$ cat src/rtl/seg7_pkg.sv
// seg7_pkg: shared segment types, constants and the hex-to-segment decoder
package seg7_pkg;
  typedef logic [6:0] seg_t;
  localparam seg_t SEG_BLANK = 7'h7F;
  localparam seg_t SEG_LUT [16] = '{
    7'h40, 7'h79, 7'h24, 7'h30, 7'h19, 7'h12, 7'h02, 7'h78,
    7'h00, 7'h10, 7'h08, 7'h03, 7'h46, 7'h21, 7'h06, 7'h0E
  };
  function automatic seg_t hex_to_seg_n(input logic [3:0] h);
    return SEG_LUT[h];
  endfunction
endpackage

$ cat src/rtl/seg7_scan_timer.sv
// seg7_scan_timer: slot counter and digit index, with a snapshot strobe at the start of each frame
module seg7_scan_timer #(
  parameter int SLOT_CYCLES = 12500,
  parameter int N_DIGITS = 8,
  localparam int SW = $clog2(SLOT_CYCLES),
  localparam int IW = (N_DIGITS > 1) ? $clog2(N_DIGITS) : 1
) (
  input  logic          clk,
  input  logic          rst,
  output logic [SW-1:0] slot_cnt,
  output logic [IW-1:0] idx,
  output logic          snap_en
);
  logic [SW-1:0] slot_cnt_q, slot_cnt_d;
  logic [IW-1:0] idx_q, idx_d;
  logic wrap;
  always_comb begin
    wrap = slot_cnt_q == SW'(SLOT_CYCLES - 1);
    slot_cnt_d = wrap ? '0 : slot_cnt_q + SW'(1);
    idx_d = !wrap ? idx_q : (idx_q == IW'(N_DIGITS - 1)) ? '0 : idx_q + IW'(1);
  end
  always_ff @(posedge clk) begin
    if (rst) begin
      slot_cnt_q <= '0;
      idx_q <= '0;
    end else begin
      slot_cnt_q <= slot_cnt_d;
      idx_q <= idx_d;
    end
  end
  assign slot_cnt = slot_cnt_q;
  assign idx = idx_q;
  assign snap_en = slot_cnt_q == '0 && idx_q == '0;
endmodule

$ cat src/rtl/seg7_scan_ctrl.sv
// seg7_scan_ctrl: multiplexed N-digit 7-segment scanner with per-frame input snapshot, LZ suppression and PWM
module seg7_scan_ctrl
  import seg7_pkg::*;
#(
  parameter int N_DIGITS = 8,
  parameter int SLOT_CYCLES = 12500,
  parameter int DEAD_CYCLES = 250,
  parameter int BRIGHT_BITS = 3
) (
  input  logic                   clk,
  input  logic                   rst,
  input  logic [4*N_DIGITS-1:0]  digits,
  input  logic [N_DIGITS-1:0]    dp_in,
  input  logic [N_DIGITS-1:0]    blank,
  input  logic                   lz_en,
  input  logic [BRIGHT_BITS-1:0] bright,
  output logic [6:0]             seg_n,
  output logic                   dp_n,
  output logic [N_DIGITS-1:0]    an_n,
  output logic                   frame_start
);
  localparam int SW = $clog2(SLOT_CYCLES);
  localparam int IW = (N_DIGITS > 1) ? $clog2(N_DIGITS) : 1;
  logic [SW-1:0] slot_cnt;
  logic [IW-1:0] idx;
  logic snap_en;
  seg7_scan_timer #(.SLOT_CYCLES(SLOT_CYCLES), .N_DIGITS(N_DIGITS)) u_timer (
    .clk(clk), .rst(rst), .slot_cnt(slot_cnt), .idx(idx), .snap_en(snap_en)
  );
  logic [4*N_DIGITS-1:0] digits_q, digits_d;
  logic [N_DIGITS-1:0] dp_q, dp_d, blank_q, blank_d, lzmask_q, lzmask_d, lz_live, an_n_q, an_n_d;
  logic [BRIGHT_BITS-1:0] bright_q, bright_d;
  seg_t seg_n_q, seg_n_d;
  logic dp_n_q, dp_n_d, frame_start_q, zero_run, lit, dark;
  logic [31:0] on_len;
  // Outputs use the snapshot's next value so the snapshot cycle itself already sees fresh inputs
  always_comb begin
    lz_live = '0;
    zero_run = lz_en;
    for (int i = N_DIGITS - 1; i > 0; i--) begin
      zero_run = zero_run && digits[4*i +: 4] == 4'h0;
      lz_live[i] = zero_run;
    end
    digits_d = snap_en ? digits : digits_q;
    dp_d = snap_en ? dp_in : dp_q;
    blank_d = snap_en ? blank : blank_q;
    bright_d = snap_en ? bright : bright_q;
    lzmask_d = snap_en ? lz_live : lzmask_q;
    on_len = (32'(SLOT_CYCLES - DEAD_CYCLES) * (32'(bright_d) + 32'd1)) >> BRIGHT_BITS;
    lit = 32'(slot_cnt) >= 32'(DEAD_CYCLES) && 32'(slot_cnt) < 32'(DEAD_CYCLES) + on_len;
    dark = blank_d[idx] | lzmask_d[idx];
    seg_n_d = dark ? SEG_BLANK : hex_to_seg_n(digits_d[{idx, 2'b00} +: 4]);
    dp_n_d = dark | ~dp_d[idx];
    an_n_d = lit ? ~(N_DIGITS'(1) << idx) : '1;
  end
  always_ff @(posedge clk) begin
    if (rst) begin
      digits_q <= '0;
      dp_q <= '0;
      blank_q <= '0;
      bright_q <= '0;
      lzmask_q <= '0;
      seg_n_q <= SEG_BLANK;
      dp_n_q <= 1'b1;
      an_n_q <= '1;
      frame_start_q <= 1'b0;
    end else begin
      digits_q <= digits_d;
      dp_q <= dp_d;
      blank_q <= blank_d;
      bright_q <= bright_d;
      lzmask_q <= lzmask_d;
      seg_n_q <= seg_n_d;
      dp_n_q <= dp_n_d;
      an_n_q <= an_n_d;
      frame_start_q <= snap_en;
    end
  end
  assign seg_n = seg_n_q;
  assign dp_n = dp_n_q;
  assign an_n = an_n_q;
  assign frame_start = frame_start_q;
endmodule
$ cat config.mk
export PLATFORM = sky130hd
export DESIGN_NAME = seg7_scan_ctrl
export DESIGN_NICKNAME = d
export VERILOG_FILES = /design/src/rtl/seg7_pkg.sv /design/src/rtl/seg7_scan_timer.sv /design/src/rtl/seg7_scan_ctrl.sv
export SDC_FILE = /design/constraint.sdc
export NUM_CORES = 1
export LEC_CHECK = 0
export BUFFER_PORTS_ARGS = -buffer_cell sky130_fd_sc_hd__buf_4
export CORE_MARGIN = 2
export CORE_UTILIZATION = 53
export DETAILED_ROUTE_END_ITERATION = 10
export PLACE_DENSITY = 0.85
export SYNTH_ARGS = -nofsm -noshare
export SYNTH_HDL_FRONTEND = slang
export SYNTH_HIERARCHICAL = 1
export SYNTH_SLANG_ARGS = --single-unit
export TNS_END_PERCENT = 50
$ cat constraint.sdc
create_clock -name clk -period 13.2 [get_ports clk]
set_input_delay 2.64 -clock clk [delete_from_list [all_inputs] [get_ports clk]]
set_output_delay 2.64 -clock clk [all_outputs]
set_load 0.01 [all_outputs]
=== Yosys cells after proc, flatten, opt, wreduce, memory -nomap -nowiden ===
Memory sizes are Yosys's and may differ from the RTL's. A register that Yosys moved wholly into a read port is not among the register bits.
Cells that the tools add are included.
Widths: inputs -> output; s select.

* Memories: 1
* Bits of input ports: 54
* Bits in read-only memories: 112
* Output and inout port bits: 17
* Register bits after elaboration: 86

* Add/subtract/negate cells: 4
* Bitwise gates (word level): 6
* Shift operators: 2
* Reduce and logical (&&, ||, !) cells: 21
* Multipliers: 1
* Magnitude comparators: 3
* Equality and inequality tests: 2
* Multiplexer cells: 12

{| class="wikitable"
|+ Memory list
! memory !! depth !! width !! rd ports !! clocked after memory_dff !! wr ports !! line !! text
|-
| (name not given) || 16 || 7 || 1 || 1 || 0 || seg7_pkg.sv:10 || <nowiki>return SEG_LUT[h];</nowiki>
|}

{| class="wikitable"
|+ Operator list
! kind !! number
|-
| $mux 32 || 1
|-
| $shiftx 32x6->4 || 1
|-
| $logic_not 4->1 || 7
|-
| $mux 8 || 3
|-
| $mul 13x4->17 const A || 1
|-
| $add 8x15->16 const A || 1
|-
| $lt 14x16->1 || 1
|-
| $add 14x1->14 const B || 1
|-
| $eq 14x14->1 const B || 1
|-
| $ge 14x8->1 const B || 1
|-
| $logic_not 14->1 || 1
|-
| $bmux 1 s3 || 3
|-
| $logic_and 1x1->1 || 9
|-
| $not 8->8 || 1
|-
| $shl 1x3->8 const A || 1
|-
| $mux 3 || 2
|-
| $reduce_or 2->1 || 3
|-
| $not 4->5 || 1
|-
| $add 3x1->4 const B || 1
|-
| $lt 3x4->1 const B || 1
|-
| $add 3x1->3 const B || 1
|-
| $eq 3x3->1 const B || 1
|-
| $logic_not 3->1 || 1
|-
| $mux 1 || 3
|-
| 2 further kinds || 4
|}

=== Longest topological paths before layout ===
Gate-level depths: netlist of the first run.

* Word-level depth: 13
* Mapped depth: 30
* Mapped depth without buffers: 29

=== Modules after synthesis ===
The synthesis of the first run kept the hierarchy.

{| class="wikitable"
|+ Modules (own cells, without submodules)
! module !! sequential area each (µm²) !! cells an instance !! area an instance (µm²) !! times used
|-
| seg7_scan_ctrl || 1521.5 || 528 || 4807.1 || 1
|-
| seg7_scan_timer || 340.3 || 95 || 838.3 || 1
|}

=== Worst setup path before layout of the first run ===
No wires, ideal clock.

* Kind: input port to flip-flop
* From: in bright[0]
* To: reg an_n_q[2] (netlist: an_n[2])
* Setup slack: 5.240 ns
* Buffers on the path: 0
* Stages on the path: 25
* Data arrival time: 7.821 ns
* Required time: 13.060 ns
* Cell sequence: mux2i_4 inv_2 ha_1 xnor2_1 ha_1 inv_1 fa_1 inv_1 ha_1 inv_1 a21oi_1 o41ai_1 xnor2_1 nand2_1 nor3_1 xor2_1 ha_1 a21o_1 a21o_1 a2111oi_0 a21oi_1 o21ai_0 o211ai_1 o311ai_4 nand4b_1

* Longest elaborated chain between the ends: 8

{| class="wikitable"
|+ RTL lines
! what !! line !! text
|-
| start: declaration || seg7_scan_ctrl.sv:16 || <nowiki>input logic [BRIGHT_BITS-1:0] bright,</nowiki>
|-
| $mux 3 || seg7_scan_ctrl.sv:47 || <nowiki>bright_d = snap_en ? bright : bright_q;</nowiki>
|-
| net bright_d[0] || seg7_scan_ctrl.sv:32 || <nowiki>logic [BRIGHT_BITS-1:0] bright_q, bright_d;</nowiki>
|-
| $add 3x1->4 || seg7_scan_ctrl.sv:49 || <nowiki>on_len = (32'(SLOT_CYCLES - DEAD_CYCLES) * (32'(bright_d) + 32'd1)) >> BRIGHT_BITS;</nowiki>
|-
| $mul 13x4->17 || seg7_scan_ctrl.sv:49 ||
|-
| $add 8x15->16 || seg7_scan_ctrl.sv:50 || <nowiki>lit = 32'(slot_cnt) >= 32'(DEAD_CYCLES) && 32'(slot_cnt) < 32'(DEAD_CYCLES) + on_len;</nowiki>
|-
| $lt 14x16->1 || seg7_scan_ctrl.sv:50 ||
|-
| $logic_and 1x1->1 || seg7_scan_ctrl.sv:50 ||
|-
| $not 1->1 (no source line) || n/a ||
|-
| $reduce_or 2->1 (no source line) || n/a ||
|-
| end signal: assignment || seg7_scan_ctrl.sv:75 || <nowiki>an_n_q <= an_n_d;</nowiki>
|-
| end: declaration || seg7_scan_ctrl.sv:31 || <nowiki>logic [N_DIGITS-1:0] dp_q, dp_d, blank_q, blank_d, lzmask_q, lzmask_d, lz_live, an_n_q, an_n_d;</nowiki>
|}

The timed path passes the listed nets, and every way through them passes these cells.
A chain may end at the register's enable or synchronous reset.

=== Worst setup path in the final report of the first run ===
* From: in bright[0]
* To: reg an_n_q[6] (netlist: an_n[6])

Same word-level chain as after synthesis.

==> flow_summary_export.csv, run 1 <==
group,metric,value,unit
yosys,synth_flop_cell,"dfxtp_1",
yosys,ys_warn_count,6,
global_routing,grt_use_met3,0.0419,
critical_path,cp_data_arrival_time,8.98,ns
yosys,synth_edf_count,0,
sta,setup_viol,0,
clock_network,postCtsSetupRepairBufs,0,
global_routing,use_met1,0.294,
routing,wire_per_inst,16.1,µm
yosys,async_flop_share,0,
sta,max_freq,114,MHz
yosys,syn-num-nets,729,
cells_and_area,final_core_util,0.623,
sta,hold_slack,0.467,ns
routing,ant_nets,0,
clock_network,htree_levels,3,
sta,worstMarginPinSlew,0.952,ns
critical_path,worstReg2RegEnd,"an_n[6]",
yosys,synthesis.area,5650,µm²
global_routing,grt_pass1_vias,4576,
sta,finalWorstSetupSlack,4.41,ns
cells_and_area,multiInputGateArea,3500,µm²
clock_network,cts_tree,"done",
critical_path,ff2ff_path_depth,29,
outcome,outcome,"finished, final reports clean",
worst_hold_path,holdCritStartpoint,"lzmask_q[4]",
routing,first_pass_iters,8,
place,pre_cts_slack,4.17,ns
global_routing,antenna_found_initial,0,
yosys,synth_top_area_frac,0.330,
yosys,synthTopCellsByArea,"dfxtp_1 33%, ha_1 10%, mux2i_1 9.2%",
floorplanning,dieHeight,107,µm
global_routing,top_usage_layer,"met2",
critical_path,rrSetupSlack,4.79,ns
global_routing,track_usage,0.235,
cells_and_area,fillCellCount,858,
clock_network,cts_hold_buf,0,
critical_path,critPathMaxFanout,11,
power,leakage,2.89,nW
sta,slew_violations,0,
place,portBuffers,70,
yosys,ys_seq_elements,93,
sta,fin_crit,8.79,ns
cells_and_area,antenna_cells,0,
critical_path,end_kind,"flip-flop",
floorplanning,ios,71,
sta,post-route-period-util,0.666,
sta,skew,0.0164,ns
global_routing,grt_pass1_wl,21.6,mm
worst_hold_path,hold_depth,2,
clock_network,clock_latency,0.37,ns
worst_hold_path,whs_endpoint,"lzmask_q[4]",
critical_path,crit_required,13.39,ns
place,dp.final_hpwl,10.1,mm
clock_network,cts_buffer_depth,2,
sta,fin_setup_tns,0,ns
yosys,synthCells,623,
cells_and_area,nNetsFinal,788,
global_routing,grtUsageMet2,0.401,
sta,hold_violations,0,
cells_and_area,drive_gt1_frac,0.169,
floorplanning,die_w,107,µm
yosys,syn_avg_cell_area,9.06,µm²
job,drv_cap,0,
yosys,synth_cell_types,70,
sta,max-slew-margin-rel,0.360,
clock_network,cts_resized,0,
critical_path,crit_type,"in -> reg",
yosys,yosysTopAreaCell,"dfxtp_1",
cells_and_area,area_delta_synth_final,13.9,%
floorplanning,initial_core_util,0.547,
cells_and_area,fin_area,6430,µm²
critical_path,rr_startpoint,"u_timer/idx[0]",
clock_network,cts.sinks,93,
power,p_per_area,159,nW/µm²
sta,rsz0062_at_grt,"false",
clock_network,numCtsBuffers,9,
floorplanning,row_count,37,
routing,postRouteWirelength,13.3,mm
cells_and_area,seq_area,1860,µm²
critical_path,start_kind,"input port",
routing,route.detailed.drc,0,
routing,first_iter_violations,380,
global_routing,grt_max_degree,61,
place,placed_area,6250,µm²
routing,vias_per_cell,5.82,
place,globalplace.congestion,0.917,
clock_network,root_buffer,"clkbuf_8",
routing,num_vias,4791,
power,ir_drop,0.000144,V
global_routing,grt-ovfl-total,0,
yosys,ys_seq_area_frac,0.330,
worst_hold_path,hp-class,"reg -> reg",
floorplanning,die-area,11500,µm²
clock_network,path_clk_slew,0.09,ns
floorplanning,core,10300,µm²
-- worst max path at each step --
stage / startpoint / to / cells past startpoint / slack (ns)
after global placement: bright[0] / an_n[7] / 26 / 4.60
after floorplan: bright[0] / an_n[2] / 25 / 5.24
after CTS: bright[0] / an_n[6] / 25 / 4.54
after detailed placement: bright[0] / an_n[6] / 25 / 4.17
final: bright[0] / an_n[6] / 25 / 4.41
after global routing: bright[0] / an_n[6] / 25 / 3.93
-- layer usage --
metal  vias to the layer above  part of all wire
li1                       2312                 -
met1                      2263              0.43
met2                       183              0.48
met3                        33             0.059
met4                         0             0.032
met5                         -                 0
-- worst max-delay path: stages --
cell       delay (ns)
buf_4            0.12
mux2i_4          0.35
inv_2            0.17
ha_1             0.28
xnor2_1          0.48
ha_1             0.33
inv_1            0.11
fa_1             0.43
inv_1            0.07
ha_1             0.27
inv_1            0.10
a21oi_1          0.04
o41ai_1          0.74
o21ai_0          0.28
a311oi_1         0.59
nor2_1           0.11
nand3_1          0.13
xnor2_1          0.08
ha_1             0.21
a2111oi_0        0.59
a21oi_1          0.18
o21ai_0          0.14
o211ai_1         0.17
o311ai_4         0.17
nand4_1          0.17
-- cell type report --
type                       count  area share
multi-input combinational    459       0.544
sequential                    93       0.289
timing repair buffer          72      0.0840
inverter                      47      0.0274
tap                          136      0.0265
clock buffer                   9      0.0193
clock inverter                 7     0.00973
-- report_power, final --
group | switching (mW) | internal, mW | leakage [nW]
Combinational | 0.308 | 0.221 | 2.03
Clock | 0.112 | 0.0733 | 0.0984
Sequential | 0.00727 | 0.300 | 0.763
Total | 0.427 | 0.594 | 2.89
-- synth_stat cells, types with 12 or more instances --
cell type and number:
ha_1 46, nand4_1 12, clkbuf_1 12, nand2_1 36, inv_1 44, o21ai_0 17, xnor2_1 25, a21oi_1 27
nor2_1 89, nor3_1 13, dfxtp_1 93, mux2i_1 52
-- cell usage in the layout (no fill, tap or decap), types with 3 or more instances in the layout --
master	n
xor2_1	9
a31oi_1	4
nand4_1	12
inv_6	3
or3_1	3
nand3_1	10
o21ai_0	17
and3_1	3
clkbuf_8	9
nand2_1	36
a22oi_1	3
o221ai_1	4
buf_4	72
o21ai_1	3
mux2_2	6
ha_1	46
xnor2_1	25
nor3_1	13
a2111oi_0	3
nand4b_1	4
nor2_1	88
mux4_2	8
fa_1	6
inv_1	44
nand2b_1	8
nor2b_1	6
nor4_1	7
mux2i_1	52
o211ai_1	3
dfxtp_1	93
a21o_1	4
a21oi_1	27
and2_1	6
-- registers in the layout, indices dropped and copies added, names as in the netlist --
name and flops:
digits_q 32, dp_n 1, bright_q 3, frame_start 1, dp_q 8, u_timer/slot_cnt 14
seg_n 7, an_n 8, u_timer/idx 3, blank_q 8, lzmask_q 8
-- per-stage QoR --
step | power (mW) | instances
after floorplan | 0.709 | 623
after global placement | 0.812 | 807
after detailed placement | 0.833 | 807
after CTS | 1.02 | 823
after global routing | 1.10 | 823
final | 1.02 | 823
-- cell families after synthesis --
group	share of synthesized area
and+or+nand+nor	0.184
DFF	0.330
muxes	0.144
xor gates and xnor gates	0.0527
AOI/OAI and AO/OA	0.114
buffers and inverters	0.0521
adders and majority gates	0.123
Power figures use the tool's default switching activity.
==> inputs of run 2 (changes only) <==
- ABC_AREA: not set -> 1
- clock period: 13.2 -> 8.61 ns (I/O delays scaled with it)
==> run 2 against run 1 <==
Net effect:
- synthesized area is 4.6% higher
- combinational power up 35%
- non-clock buffer count did not move
- first-iteration DRC count is 2.9% higher
- via count rose by 13%
- largest power group unchanged
- clock power is 50% higher
- critical path depth is 7 higher
- global-route usage is 0.24 points higher
- utilization down 0.68 points
==> flow_summary_export.csv, run 2 <==
group,metric,value,unit
clock_network,cts_buffer_depth,2,
sta,fin_setup_tns,0,ns
critical_path,end_kind,"flip-flop",
yosys,netlist_top_cells_count,"168 x nand2_1, 124 x nor2_1, 102 x inv_1",
place,dp.final_hpwl,10.4,mm
sta,post-route-period-util,0.750,
critical_path,crit_type,"reg -> reg",
clock_network,numCtsBuffers,9,
global_routing,use_met1,0.332,
job,drv_cap,0,
floorplanning,ios,71,
global_routing,grt_max_degree,70,
yosys,synthTopCellsByArea,"dfxtp_1 32%, nand2_1 11%, ha_1 9.7%",
yosys,async_flop_share,0,
critical_path,start_kind,"flip-flop",
floorplanning,core,10800,µm²
routing,postRouteWirelength,13.8,mm
routing,ant_nets,0,
sta,fin_crit,6.46,ns
yosys,yosysTopAreaCell,"dfxtp_1",
critical_path,cp_slowest_cell,"buf_4",
sta,hold_violations,0,
outcome,outcome,"finished, final reports clean",
global_routing,grtUsageMet2,0.384,
yosys,synth_flop_cell,"dfxtp_1",
clock_network,postCtsSetupRepairBufs,0,
cells_and_area,nNetsFinal,990,
sta,max-slew-margin-rel,0.451,
sta,max_freq,155,MHz
clock_network,path_clk_slew,0.11,ns
routing,first_pass_iters,5,
place,pre_cts_slack,2.27,ns
sta,worstMarginPinSlew,0.823,ns
cells_and_area,final_cell_mix,"168 x nand2_1, 124 x nor2_1, 102 x inv_1",
floorplanning,die_w,110,µm
critical_path,crit_required,8.82,ns
global_routing,antenna_found_initial,0,
yosys,synthesis.area,5910,µm²
critical_path,rrSetupSlack,2.15,ns
clock_network,clock_latency,0.36,ns
floorplanning,die-area,12000,µm²
yosys,synth_edf_count,0,
cells_and_area,antenna_cells,0,
clock_network,root_buffer,"clkbuf_8",
critical_path,crit_family,"adder cells",
cells_and_area,area_delta_synth_final,13.1,%
cells_and_area,largest_reg_flops,32,
routing,first_iter_violations,391,
floorplanning,row_count,38,
sta,slew_violations,0,
critical_path,critPathMaxFanout,69,
critical_path,critPathMaxStageDelay,0.66,ns
cells_and_area,drive_gt1_frac,0.159,
clock_network,cts_hold_buf,0,
cells_and_area,regMostFlops,"digits_q",
floorplanning,initial_core_util,0.545,
sta,rsz0062_at_grt,"false",
clock_network,cts_tree,"done",
floorplanning,dieHeight,110,µm
global_routing,grt_pass1_vias,5060,
global_routing,grt-ovfl-total,0,
worst_hold_path,hp-class,"reg -> reg",
routing,vias_per_cell,5.28,
yosys,syn_avg_cell_area,7.20,µm²
sta,setup_viol,0,
routing,route.detailed.drc,0,
clock_network,cts.sinks,93,
yosys,synth.most_common_cell,"nand2_1",
yosys,ys_seq_elements,93,
critical_path,crit_top_cell,"nand2_1",
yosys,synthCells,820,
cells_and_area,layout_commonest_cell,"nand2_1",
yosys,synth_top_area_frac,0.315,
place,portBuffers,70,
place,globalplace.congestion,0.923,
critical_path,critical_path_buf_inv_count,7,
power,ir_drop,0.000108,V
global_routing,track_usage,0.238,
routing,wire_per_inst,13.4,µm
yosys,ys_seq_area_frac,0.315,
clock_network,cts_resized,0,
clock_network,htree_levels,3,
power,p_per_area,219,nW/µm²
global_routing,top_usage_layer,"met2",
yosys,ys_warn_count,6,
yosys,synth_cell_types,49,
yosys,syn-num-nets,926,
global_routing,grt_pass1_wl,22.8,mm
routing,num_vias,5434,
critical_path,cp_data_arrival_time,6.67,ns
sta,skew,0.0138,ns
sta,finalWorstSetupSlack,2.15,ns
power,leakage,3.22,nW
global_routing,grt_use_met3,0.0409,
run 2: kinds of logic (layout without fill, tap and decap cells):
family                   Yosys count  in the layout  synth area share
AND/OR/NAND/NOR                  413            413             0.311
buffers and inverters            128            197            0.0924
flip-flops                        93             93             0.315
AO/OA/AOI/OAI                     92             92            0.0947
adder cells (fa/ha/maj)           52             52             0.118
multiplexers                      23             23            0.0390
XOR/XNOR                          19             19            0.0294
run 2: layout make-up:
class	count	area, µm²
fill	965	4160
clock inverter	7	63.8
multi-input combinational	599	3500
timing repair buffer	72	541
sequential	93	1860
tap	140	175
clock buffer	9	124
inverter	109	412
run 2: worst reg2reg max path: cells and delay by family (launching register included):
family / cells / cell delay, ns
flops: 1 / 0.40
simple gates: 14 / 1.61
xor+xnor: 2 / 0.45
compound gates: 3 / 0.43
buf+inv: 7 / 1.36
fa+ha+maj: 6 / 2.08
run 2: report_power, final:
part	internal, mW	switching, mW
clock	0.112	0.166
combinational	0.272	0.441
sequential	0.463	0.00988
run 2: path summary, 6_finish.rpt:
check                      start          end  depth (start not counted)
max          u_timer/slot_cnt[0]      an_n[3]                         32
min                  lzmask_q[0]  lzmask_q[0]                          2
max reg2reg  u_timer/slot_cnt[0]      an_n[3]                         32
min reg2reg          lzmask_q[0]  lzmask_q[0]                          2
run 2: layer usage:
metal / wire (µm) / vias up
met4: 171 / 0
met1: 6470 / 2505
met3: 764 / 14
met5: 0 / -
met2: 6350 / 164
li1: - / 2751
run 2: metrics by stage:
step | instance area, µm² | cells | hold WS (ns) | utilization | power, mW
finish | 6680 | 1029 | 0.467 | 0.616 | 1.46
global route | 6680 | 1029 | 0.500 | 0.616 | 1.58
CTS | 6680 | 1029 | 0.472 | 0.616 | 1.46
detailed placement | 6490 | 1013 | 0.454 | 0.599 | 1.18
global placement | 6490 | 1013 | 0.438 | 0.599 | 1.16
floorplan | 5910 | 820 | 0.425 | - | 1.03
==> inputs of run 3 (changes only) <==
- PLACE_DENSITY: 0.85 -> 0.88
- clock period: 8.61 -> 5.3 ns (I/O delays scaled with it)
==> run 3 against run 2 <==
Net effect:
- utilization rose by 6.2 points
- maximum frequency rose by 23%
- final cell count rose by 3.8%
- routed wire length rose by 14%
- clock skew fell by 0.0025 ns
- global-route usage rose by 0.94 points
- hold slack got worse by 0.0025 ns
- clock power rose by 71%
- largest cell class unchanged
==> flow_summary_export.csv, run 3 (synthesis results as in run 2) <==
group,metric,value,unit
worst_hold_path,hp-class,"reg -> reg",
global_routing,antenna_found_initial,0,
floorplanning,die-area,12000,µm²
cells_and_area,largest_reg_flops,32,
power,leakage,3.49,nW
floorplanning,die_w,110,µm
sta,slew_violations,0,
clock_network,numCtsBuffers,9,
critical_path,crit_type,"reg -> reg",
sta,finalWorstSetupSlack,0.0500,ns
cells_and_area,drive_gt1_frac,0.267,
global_routing,grt_pass1_wl,23.1,mm
global_routing,grt_max_degree,64,
floorplanning,initial_core_util,0.545,
clock_network,cts_hold_buf,0,
cells_and_area,final_cell_mix,"155 x nand2_1, 120 x nor2_1, 107 x buf_4",
routing,route.detailed.drc,0,
critical_path,crit_required,5.51,ns
cells_and_area,final_core_util,0.678,
job,drv_cap,0,
clock_network,path_clk_slew,0.10,ns
floorplanning,row_count,38,
routing,num_vias,5769,
critical_path,cp_slowest_cell,"fa_1",
routing,vias_per_cell,5.40,
critical_path,critPathMaxStageDelay,0.53,ns
routing,first_pass_iters,5,
sta,max-slew-margin-rel,0.221,
sta,skew,0.0113,ns
floorplanning,ios,71,
place,pre_cts_slack,-0.0482,ns
place,dp.final_hpwl,10.9,mm
routing,postRouteWirelength,15.7,mm
critical_path,crit_top_cell,"inv_2",
cells_and_area,final_cell_count_no_fill,1068,
sta,worstMarginPinSlew,1.16,ns
place,globalplace.congestion,0.943,
critical_path,ff2ff_path_depth,31,
sta,hold_violations,0,
cells_and_area,regMostFlops,"digits_q",
global_routing,grt_pass1_vias,5136,
cells_and_area,layout_commonest_cell,"nand2_1",
floorplanning,dieHeight,110,µm
sta,fin_crit,5.25,ns
cells_and_area,area_delta_synth_final,24.5,%
cells_and_area,nNetsFinal,1029,
critical_path,end_kind,"flip-flop",
clock_network,htree_levels,3,
clock_network,cts.sinks,93,
clock_network,clock_latency,0.37,ns
critical_path,rrSetupSlack,0.05,ns
outcome,outcome,"finished, final reports clean",
cells_and_area,fillCellCount,863,
critical_path,cp_data_arrival_time,5.46,ns
place,placed_cells,1038,
power,ir_drop,0.000217,V
floorplanning,core,10800,µm²
sta,max_freq,190,MHz
sta,post-route-period-util,0.991,
critical_path,critPathMaxFanout,8,
place,portBuffers,70,
global_routing,grt-ovfl-total,0,
critical_path,start_kind,"flip-flop",
power,p_per_area,376,nW/µm²
clock_network,cts_buffer_depth,2,
worst_hold_path,hold_depth,2,
routing,wire_per_inst,14.7,µm
global_routing,track_usage,0.247,
sta,setup_viol,0,
clock_network,cts_tree,"done",
cells_and_area,antenna_cells,0,
clock_network,root_buffer,"clkbuf_8",
routing,ant_nets,0,
routing,first_iter_violations,405,
==> run 3: changes by cell type in the layout (fill, tap and decap cells not counted), moves of 8 or more <==
cell and delta:
dfxtp_2 +8, dfxtp_1 -9, ha_1 -8, nand2_1 -13, inv_2 +11, nand3_1 -14, buf_4 +35, ha_4 +8
nand3_2 +13, nand2_2 +8, inv_1 -12
==> run 3: metal layers <==
layer	share of wire	GRT usage	wire length (µm)	vias up
li1	-	-	-	2837
met1	0.43	0.329	6710	2664
met2	0.48	0.405	7530	247
met3	0.077	0.0522	1210	21
met4	0.017	0.0714	265	0
met5	0	0	0	-
==> run 3: power by group <==
| group | switching (mW) | internal (mW) | total (mW) |
|---|---|---|---|
| combinational | 0.872 | 0.656 | 1.53 |
| clock | 0.287 | 0.187 | 0.474 |
| sequential | 0.0146 | 0.752 | 0.766 |
| total | 1.17 | 1.59 | 2.77 |
==> run 3: critical path: cells and delay by family (launching register included) <==
family / cells / cell delay (ns)
buffers and inverters: 8 / 0.65
AND/OR/NAND/NOR: 12 / 1.40
XOR/XNOR: 2 / 0.30
adder cells (fa/ha/maj): 5 / 1.78
AO/OA/AOI/OAI: 4 / 0.63
flip-flops: 1 / 0.32
==> run 3: area by class of cell <==
cell class / count / area [µm²] / area share
clock inverters: 7 / 78.8 / 0.0107
flip-flops and latches: 93 / 1880 / 0.255
multi-input cells: 599 / 3820 / 0.520
repair buffers: 111 / 862 / 0.117
inverters: 109 / 414 / 0.0563
well taps: 140 / 175 / 0.0238
clock buffers: 9 / 124 / 0.0168
==> run 3: final timing paths <==
check,from,end
worst max-delay path,u_timer/slot_cnt[5],an_n[4]
worst min-delay path,lzmask_q[0],lzmask_q[0]
worst max register to register,u_timer/slot_cnt[5],an_n[4]
worst min register to register,lzmask_q[0],lzmask_q[0]
==> run 3: per-stage QoR <==
| step | total power [mW] | TNS [ns] | area [µm²] | hold slack [ns] |
|---|---|---|---|---|
| 4_1_cts | 2.47 | 0 | 6900 | 0.468 |
| 3_3_place_gp | 1.95 | 0 | 6690 | 0.437 |
| 2_1_floorplan | 1.68 | 0 | 5910 | 0.425 |
| 6_report | 2.77 | 0 | 7350 | 0.465 |
| 3_5_place_dp | 1.98 | -0.254 | 6690 | 0.449 |
| 5_1_grt | 2.96 | -1.76 | 7350 | 0.495 |
==> run 3: what timing repair did <==
action | CTS | global route
cloned | 0 | 1
pin swaps | 1 | 26
setup endpoints to repair | 8 | 8
setup buffers | 0 | 13
gates resized for setup | 1 | 86
